===== src/rtl/down_counter_load_pkg.sv =====
// Shared definitions for the loadable down counter: default width and the run-state encoding.
package down_counter_load_pkg;

    localparam int DEFAULT_WIDTH = 8;

    typedef enum logic [1:0] {
        ST_IDLE = 2'd0,
        ST_RUN  = 2'd1,
        ST_DONE = 2'd2
    } state_t;

endpackage


===== src/rtl/down_counter_load_if.sv =====
// Control and status bundle between the timer's owner (master) and the counter (slave).
interface down_counter_load_if #(
    parameter int WIDTH = 8
);
    logic             enable;
    logic             load;
    logic [WIDTH-1:0] load_value;
    logic             auto_reload;
    logic [WIDTH-1:0] count_contents;
    logic             terminal_count;
    logic             busy;

    modport master (
        output enable, load, load_value, auto_reload,
        input  count_contents, terminal_count, busy
    );

    modport slave (
        input  enable, load, load_value, auto_reload,
        output count_contents, terminal_count, busy
    );
endinterface


===== src/rtl/down_counter_load_tff_load_cell.sv =====
// One counter bit: a T flip-flop with a parallel-load D input; clear beats load beats toggle.
module tff_load_cell (
    input  logic clk,
    input  logic clear,
    input  logic t,
    input  logic load,
    input  logic d,
    output logic q
);
    logic q_reg;

    always_ff @(posedge clk) begin
        if (!clear) begin
            q_reg <= 1'b0;
        end else if (load) begin
            q_reg <= d;
        end else if (t) begin
            q_reg <= ~q_reg;
        end
    end

    assign q = q_reg;
endmodule


===== src/rtl/down_counter_load.sv =====
// Loadable, enable-gated down counter/timer with a one-cycle terminal-count pulse and optional auto-reload.
module down_counter_load
    import down_counter_load_pkg::*;
#(
    parameter int WIDTH = DEFAULT_WIDTH
) (
    input  logic                clk,
    input  logic                clear,
    down_counter_load_if.slave  bus
);
    logic [WIDTH-1:0] count;
    logic [WIDTH-1:0] reload_reg;
    logic [WIDTH-1:0] cell_d;
    logic [WIDTH-1:0] zero_below;
    logic             dec;
    logic             terminal;
    logic             reload_now;
    logic             cell_load;
    logic             tc_reg;
    logic             busy_reg;
    state_t           state_reg;

    assign dec        = (state_reg == ST_RUN) && bus.enable;
    assign terminal   = dec && (count == WIDTH'(1));
    assign reload_now = terminal && bus.auto_reload;
    // An auto-reload at terminal count reuses the cells' parallel-load path.
    assign cell_load  = bus.load || reload_now;
    assign cell_d     = bus.load ? bus.load_value : reload_reg;

    // Borrow chain: a bit toggles when every bit below it is zero.
    assign zero_below[0] = 1'b1;

    generate
        for (genvar gi = 1; gi < WIDTH; gi++) begin : g_borrow
            assign zero_below[gi] = zero_below[gi-1] & ~count[gi-1];
        end

        for (genvar gi = 0; gi < WIDTH; gi++) begin : g_cell
            tff_load_cell u_cell (
                .clk   (clk),
                .clear (clear),
                .t     (dec & zero_below[gi]),
                .load  (cell_load),
                .d     (cell_d[gi]),
                .q     (count[gi])
            );
        end
    endgenerate

    always_ff @(posedge clk) begin
        if (!clear) begin
            state_reg  <= ST_IDLE;
            reload_reg <= '0;
            tc_reg     <= 1'b0;
            busy_reg   <= 1'b0;
        end else if (bus.load) begin
            reload_reg <= bus.load_value;
            tc_reg     <= 1'b0;
            if (bus.load_value != '0) begin
                state_reg <= ST_RUN;
                busy_reg  <= 1'b1;
            end else begin
                state_reg <= ST_IDLE;
                busy_reg  <= 1'b0;
            end
        end else begin
            tc_reg <= 1'b0;
            case (state_reg)
                ST_RUN: begin
                    if (terminal) begin
                        tc_reg <= 1'b1;
                        if (!bus.auto_reload) begin
                            state_reg <= ST_DONE;
                            busy_reg  <= 1'b0;
                        end
                    end
                end
                ST_IDLE, ST_DONE: begin
                    busy_reg <= 1'b0;
                end
                default: begin
                    state_reg <= ST_IDLE;
                    busy_reg  <= 1'b0;
                end
            endcase
        end
    end

    assign bus.count_contents = count;
    assign bus.terminal_count = tc_reg;
    assign bus.busy           = busy_reg;
endmodule


===== src/flat_wrapper.sv =====
// flat-port wrapper written by rule: the top's interface ports become plain ports
module down_counter_load_flat import down_counter_load_pkg::*;
#(
    parameter int WIDTH = DEFAULT_WIDTH
)
  (clk, clear, bus_enable, bus_load, bus_load_value, bus_auto_reload, bus_count_contents, bus_terminal_count, bus_busy);
  down_counter_load_if #(.WIDTH(WIDTH)) bus_i ();
  input  logic clk;
  input  logic clear;
  input wire logic [$bits(bus_i.enable)-1:0] bus_enable;
  input wire logic [$bits(bus_i.load)-1:0] bus_load;
  input wire logic [$bits(bus_i.load_value)-1:0] bus_load_value;
  input wire logic [$bits(bus_i.auto_reload)-1:0] bus_auto_reload;
  output wire logic [$bits(bus_i.count_contents)-1:0] bus_count_contents;
  output wire logic [$bits(bus_i.terminal_count)-1:0] bus_terminal_count;
  output wire logic [$bits(bus_i.busy)-1:0] bus_busy;
  assign bus_i.enable = bus_enable;
  assign bus_i.load = bus_load;
  assign bus_i.load_value = bus_load_value;
  assign bus_i.auto_reload = bus_auto_reload;
  assign bus_count_contents = bus_i.count_contents;
  assign bus_terminal_count = bus_i.terminal_count;
  assign bus_busy = bus_i.busy;
  down_counter_load #(.WIDTH(WIDTH)) u_core (.clk(clk), .clear(clear), .bus(bus_i));
endmodule

===== config.mk =====
export PLATFORM = sky130hd
export DESIGN_NAME = down_counter_load_flat
export DESIGN_NICKNAME = d
export VERILOG_FILES = /design/src/rtl/down_counter_load_pkg.sv /design/src/rtl/down_counter_load_if.sv /design/src/rtl/down_counter_load_tff_load_cell.sv /design/src/rtl/down_counter_load.sv /design/src/flat_wrapper.sv
export SDC_FILE = /design/constraint.sdc
export NUM_CORES = 1
export LEC_CHECK = 0
export CORE_MARGIN = 3
export CORE_UTILIZATION = 45
export CTS_CLUSTER_DIAMETER = 100
export DETAILED_ROUTE_END_ITERATION = 16
export PLACE_DENSITY_LB_ADDON = 0.08
export SETUP_SLACK_MARGIN = 0.15
export SYNTH_ARGS = -nofsm -noshare
export SYNTH_HDL_FRONTEND = slang
export SYNTH_SLANG_ARGS = --single-unit

===== constraint.sdc =====
create_clock -name clk -period 4.45 [get_ports clk]
set_input_delay 0.89 -clock clk [delete_from_list [all_inputs] [get_ports clk]]
set_output_delay 0.89 -clock clk [all_outputs]
set_load 0.01 [all_outputs]

* Word-level counts from Yosys, hierarchy flattened
Cells that the tools add are included.
** Cells by class
- Eq/ne operators :: 6
- Mux-type cells :: 28
- Bitwise gates (word level) :: 23
- Reduce and logical (&&, ||, !) cells :: 18
** Operator list (count)
- 1-bit 2-to-1 mux :: 23
- 2-bit nonzero test :: 8
- 1-bit bitwise AND :: 13
- 1-bit inverter :: 10
- 8-bit by 1-bit == test with 1-bit output, second input constant :: 1
- 8-bit 2-to-1 mux :: 1
- 8-bit nonzero test :: 1
- 2-bit 2-to-1 mux :: 3
- 2-bit one-hot mux with 2 select lines :: 1
- 1-bit logical AND :: 3
- 3-bit by 2-bit != test with 1-bit output, second input constant :: 1
- 3-bit != test, second input constant :: 1
- 3-bit AND reduction :: 1
- 3-bit OR reduction :: 1
- 2-bit by 1-bit == test with 1-bit output, second input constant :: 1
- 2-bit == test, second input constant :: 1
- 2-bit logical NOT :: 1
- 2-bit != test, second input constant :: 1
- 2-bit AND reduction :: 1
- 2-bit OR reduction :: 1
- 1-bit logical OR :: 1
** Storage, ports and cells
- Bits in registers :: 20
- Output and inout bits :: 10
- Word-level logic and storage cells :: 87

* Depth between registers and ports, before layout
- Depth after elaboration :: 10
- Mapped depth :: 5
- Mapped depth without buffers :: 4

* By module
Synthesis repeated with hierarchy kept, for this count alone.
** Unflattened totals
- Cell total of the unflattened synthesis :: 88
- Area total of the unflattened synthesis :: 949.7 µm²
** Modules (own cells, without submodules)
- down_counter_load :: times used 1, cells each 56, area an instance 589.3 µm², sequential area each 240.2 µm²
- tff_load_cell :: times used 8, cells each 4, area an instance 45.0 µm², sequential area each 20.0 µm²

* Least setup slack after synthesis
No wires, ideal clock.
- Path type :: in2reg
- From :: in bus_load_value[2]
- To :: reg u_core.busy_reg (netlist: u_core.bus.busy)
- Arrival time :: 1.682 ns
- Required time :: 4.327 ns
- Path slack :: 2.645 ns
- Stages :: 3
- Path buffers :: 0
- Cell sequence :: or4_1 o21ai_0 o22ai_1
** On the way
- Cells in the longest elaborated chain, start to end :: 3
** RTL lines
- start: declaration :: line flat_wrapper.sv:12 : input wire logic [$bits(bus_i.load_value)-1:0] bus_load_value;
- 8-bit nonzero test :: line down_counter_load.sv:59 : if (bus.load_value != '0) begin
- 1-bit 2-to-1 mux :: line down_counter_load.sv:59
- 1-bit 2-to-1 mux :: line down_counter_load.sv:56 : end else if (bus.load) begin
- end signal: assignment :: line down_counter_load.sv:55 : busy_reg <= 1'b0;
- end signal: assignment :: line down_counter_load.sv:61 : busy_reg <= 1'b1;
- end signal: assignment :: line down_counter_load.sv:64 : busy_reg <= 1'b0;
- end: declaration :: line down_counter_load.sv:20 : logic busy_reg;
No other way between the ends.
A chain may end at the register's enable or synchronous reset.

* Final worst setup path
- From :: in bus_enable
- To :: reg u_core.g_cell[7].u_cell.q_reg
** On the way
- Cells in the longest elaborated chain, start to end :: 5
- Elaborated cells between the ends (all ways) :: 7
- Classes of those cells :: mux: 1; bitwise: 1; reduce/logical: 5
** RTL lines
- start: declaration :: line flat_wrapper.sv:10 : input wire logic [$bits(bus_i.enable)-1:0] bus_enable;
- 1-bit logical AND (*) :: line down_counter_load.sv:23 : assign dec = (state_reg == ST_RUN) && bus.enable;
- 1-bit logical AND :: line down_counter_load.sv:24 : assign terminal = dec && (count == WIDTH'(1));
- 1-bit logical AND :: line down_counter_load.sv:25 : assign reload_now = terminal && bus.auto_reload;
- 1-bit logical OR :: line down_counter_load.sv:27 : assign cell_load = bus.load || reload_now;
- 1-bit 2-to-1 mux / 2-bit nonzero test (equally long branches)
- end signal: assignment :: line down_counter_load_tff_load_cell.sv:18 : q_reg <= ~q_reg;
- end: declaration :: line down_counter_load_tff_load_cell.sv:10 : logic q_reg;
Mark *: on every way between the ends. The rest lies on a longest branch, timed or not.

==> results.yml <==
status:
  status: "complete, no violations"
clock_network:
  cts-root-buf: "clkbuf_4"
  clock_latency_ns: 0.30
  clk_path_buf_depth: 2
  cts_resized: 0
  cts_max_level: 1
  cts_made_buffers: 3
  post_cts_buffers: 0
  tritoncts: "built"
  path_clk_slew_ns: 0.12
  cts-hold-fix-buffers: 0
  numClockSinks: 20
timing:
  fin_crit_sh: 0.495
  rsz0062_at_grt: "false"
  relSlewSlack: 0.644
  fmax_mhz: 454
  finClkSkew_ns: 0.00720
  slew_viol_final: 0
  fin_crit_ns: 2.20
  setup_viol_count_final: 0
  hold_viol: 0
  worstMarginPinSlew_ns: 0.532
  fin_tns_setup_ns: 0
synth:
  postSynthAreaPerCell_um2: 9.54
  synth_area_um2: 963
  synth_edf_count: 0
  synth_seq_cells: 20
  synth_nets: 114
  seq_area_frac_synth: 0.416
  synth_flop_cell: "dfxtp_1"
  yosysTopAreaCell: "dfxtp_1"
  async_flop_share: 0
  synthDistinctLibCells: 31
  synthTopCellsByArea: "dfxtp_1, buf_4, mux2_2"
  yosysTopAreaCellShare: 0.416
  yosys_warnings: 0
  synthCells: 101
global_routing:
  grt_pass1_wl_mm: 3.04
  gr-total-overflow: 0
  track_usage: 0.156
  grt_max_degree: 13
  grt_pass1_vias: 670
  antenna_found_initial: 0
die:
  io_pins: 23
  rows: 16
  die_y_um: 52.3
  fp.dieW_um: 52.3
  dieArea_um2: 2730
  core_um2: 2000
  initial_core_util: 0.481
power_and_ir_drop:
  p_total_uw: 420
  clkPwrFrac: 0.354
  combPwrFrac: 0.170
  p_sw_frac: 0.231
  irDropWorstVdd_uv: 219
  p_leak_nw: 0.487
  p_per_area_nw_per_um2: 352
  switching_power_uw: 97.0
  p_int_uw: 323
  power.share.sequential: 0.476
detailed_routing:
  route.detailed.drc: 0
  ant_nets: 0
  first_iter_violations: 12
  wl_per_cell_um: 13.0
  first_pass_iters: 4
  routed_wl_mm: 1.86
  vias: 748
  via_per_inst: 5.23
worst_setup_path:
  critPathArrivalTime_ns: 2.44
  end_kind: "flip-flop"
  start_kind: "input port"
  path_cells: "clkdlybuf4s50_1, and2b_1, nand4_1, or3_1, a32oi_1"
  cp_num_buf_inv: 1
  cp_slowest_cell: "clkdlybuf4s50_1"
  worst-endpoint-required_ns: 4.69
  cpPeakStageDelay_ns: 0.62
  critical-path-top-delay-family: "simple AND/OR/NAND/NOR gates"
  critPathKind: "input port to flip-flop"
  crit_fanout: 6
finish:
  antennaDiodeCount: 0
  seqCellArea_um2: 400
  nets: 130
  n_fill_cell: 181
  multi_input_area_um2: 460
  drive_gt1_frac: 0.129
  area_growth_pct: 23.9
  final_util: 0.596
run:
  maxCapViolations: 0
placement:
  place_congestion: 0.783
  hpwl_mm: 1.45
  io_buffers: 22
min_path:
  hold_path_class: "flip-flop to flip-flop"
==> cell usage after synthesis (2+ instances only) <==
cell type  count
xor2_1         4
nor3_1         2
nor2_1         5
o21ai_0        5
a22oi_1        3
a32oi_1        3
nor2b_1        2
inv_1          7
or4_1          2
mux2_2         6
nand2b_1       2
nand2_1       10
buf_4          9
dfxtp_1       20
a21oi_1        3
mux2i_1        2
mux2_4         2
==> stage by stage <==
stage	cell area, um2	setup slack, ns	cells	hold slack [ns]
CTS	1190	2.25	143	0.470
global placement	1140	1.93	139	0.447
finish	1190	2.25	143	0.469
global route	1190	2.15	143	0.504
floorplan	963	2.65	101	0.475
detailed placement	1140	1.95	139	0.454
==> layer usage <==
layer  share of wire  track usage  up-vias
met2            0.42        0.230       31
met1            0.49        0.212      336
met5               0            0        -
met4           0.018       0.0894        0
met3           0.078       0.0256        4
li1                -            -      377
==> logic make-up after synthesis <==
logic type,count (synthesis),share of synthesized area
AOI/OAI and AO/OA,18,0.139
xor gates and xnor gates,4,0.0364
buffers and inverters,18,0.106
DFF,20,0.416
muxes,10,0.122
and+or+nand+nor,31,0.181
==> path summary, 6_finish.rpt <==
kind	start	to	slack (ns)	depth (start not counted)
worst max-delay path	bus_enable	u_core.g_cell[7].u_cell.q	2.25	5
worst min-delay path	u_core.bus.busy	u_core.bus.busy	0.47	2
worst max register to register	u_core.state_reg[0]	u_core.g_cell[1].u_cell.q	2.82	4
worst min register to register	u_core.bus.busy	u_core.bus.busy	0.47	2
==> cell usage in the layout (no fill, tap or decap), drive strengths merged, types with 2 or more instances in the layout <==
cell,netlist,final
a22oi,3,3
nand2,10,10
o21ai,5,5
xor2,4,4
mux2,8,8
a21oi,3,3
nand2b,2,2
a32oi,3,3
nor3,2,2
nor2,5,5
or4,2,2
dfxtp,20,20
inv,7,7
clkbuf,1,3
nor2b,2,2
clkdlybuf4s50,0,22
mux2i,2,2
==> layout make-up <==
type                    count  area share
clock inverters             1      0.0252
well taps                  27      0.0283
multi-input cells          63       0.386
flip-flops and latches     20       0.335
repair buffers             22       0.184
clock buffers               3      0.0189
inverters                   7      0.0220
==> power by group through the flow <==
stage	logic (mW)	clock network [mW]	registers, mW
after floorplan	0.0479	0	0.202
after global placement	0.0706	0	0.204
after detailed placement	0.0714	0	0.204
after CTS	0.0719	0.151	0.200
after global routing	0.0789	0.158	0.202
final	0.0713	0.149	0.200
==> worst min-delay path, stage by stage (launching register included) <==
cell and delay (ns):
dfxtp_1 0.33, nand2_1 0.05, o22ai_1 0.05
Note: power is estimated with default switching activity, not from simulation.
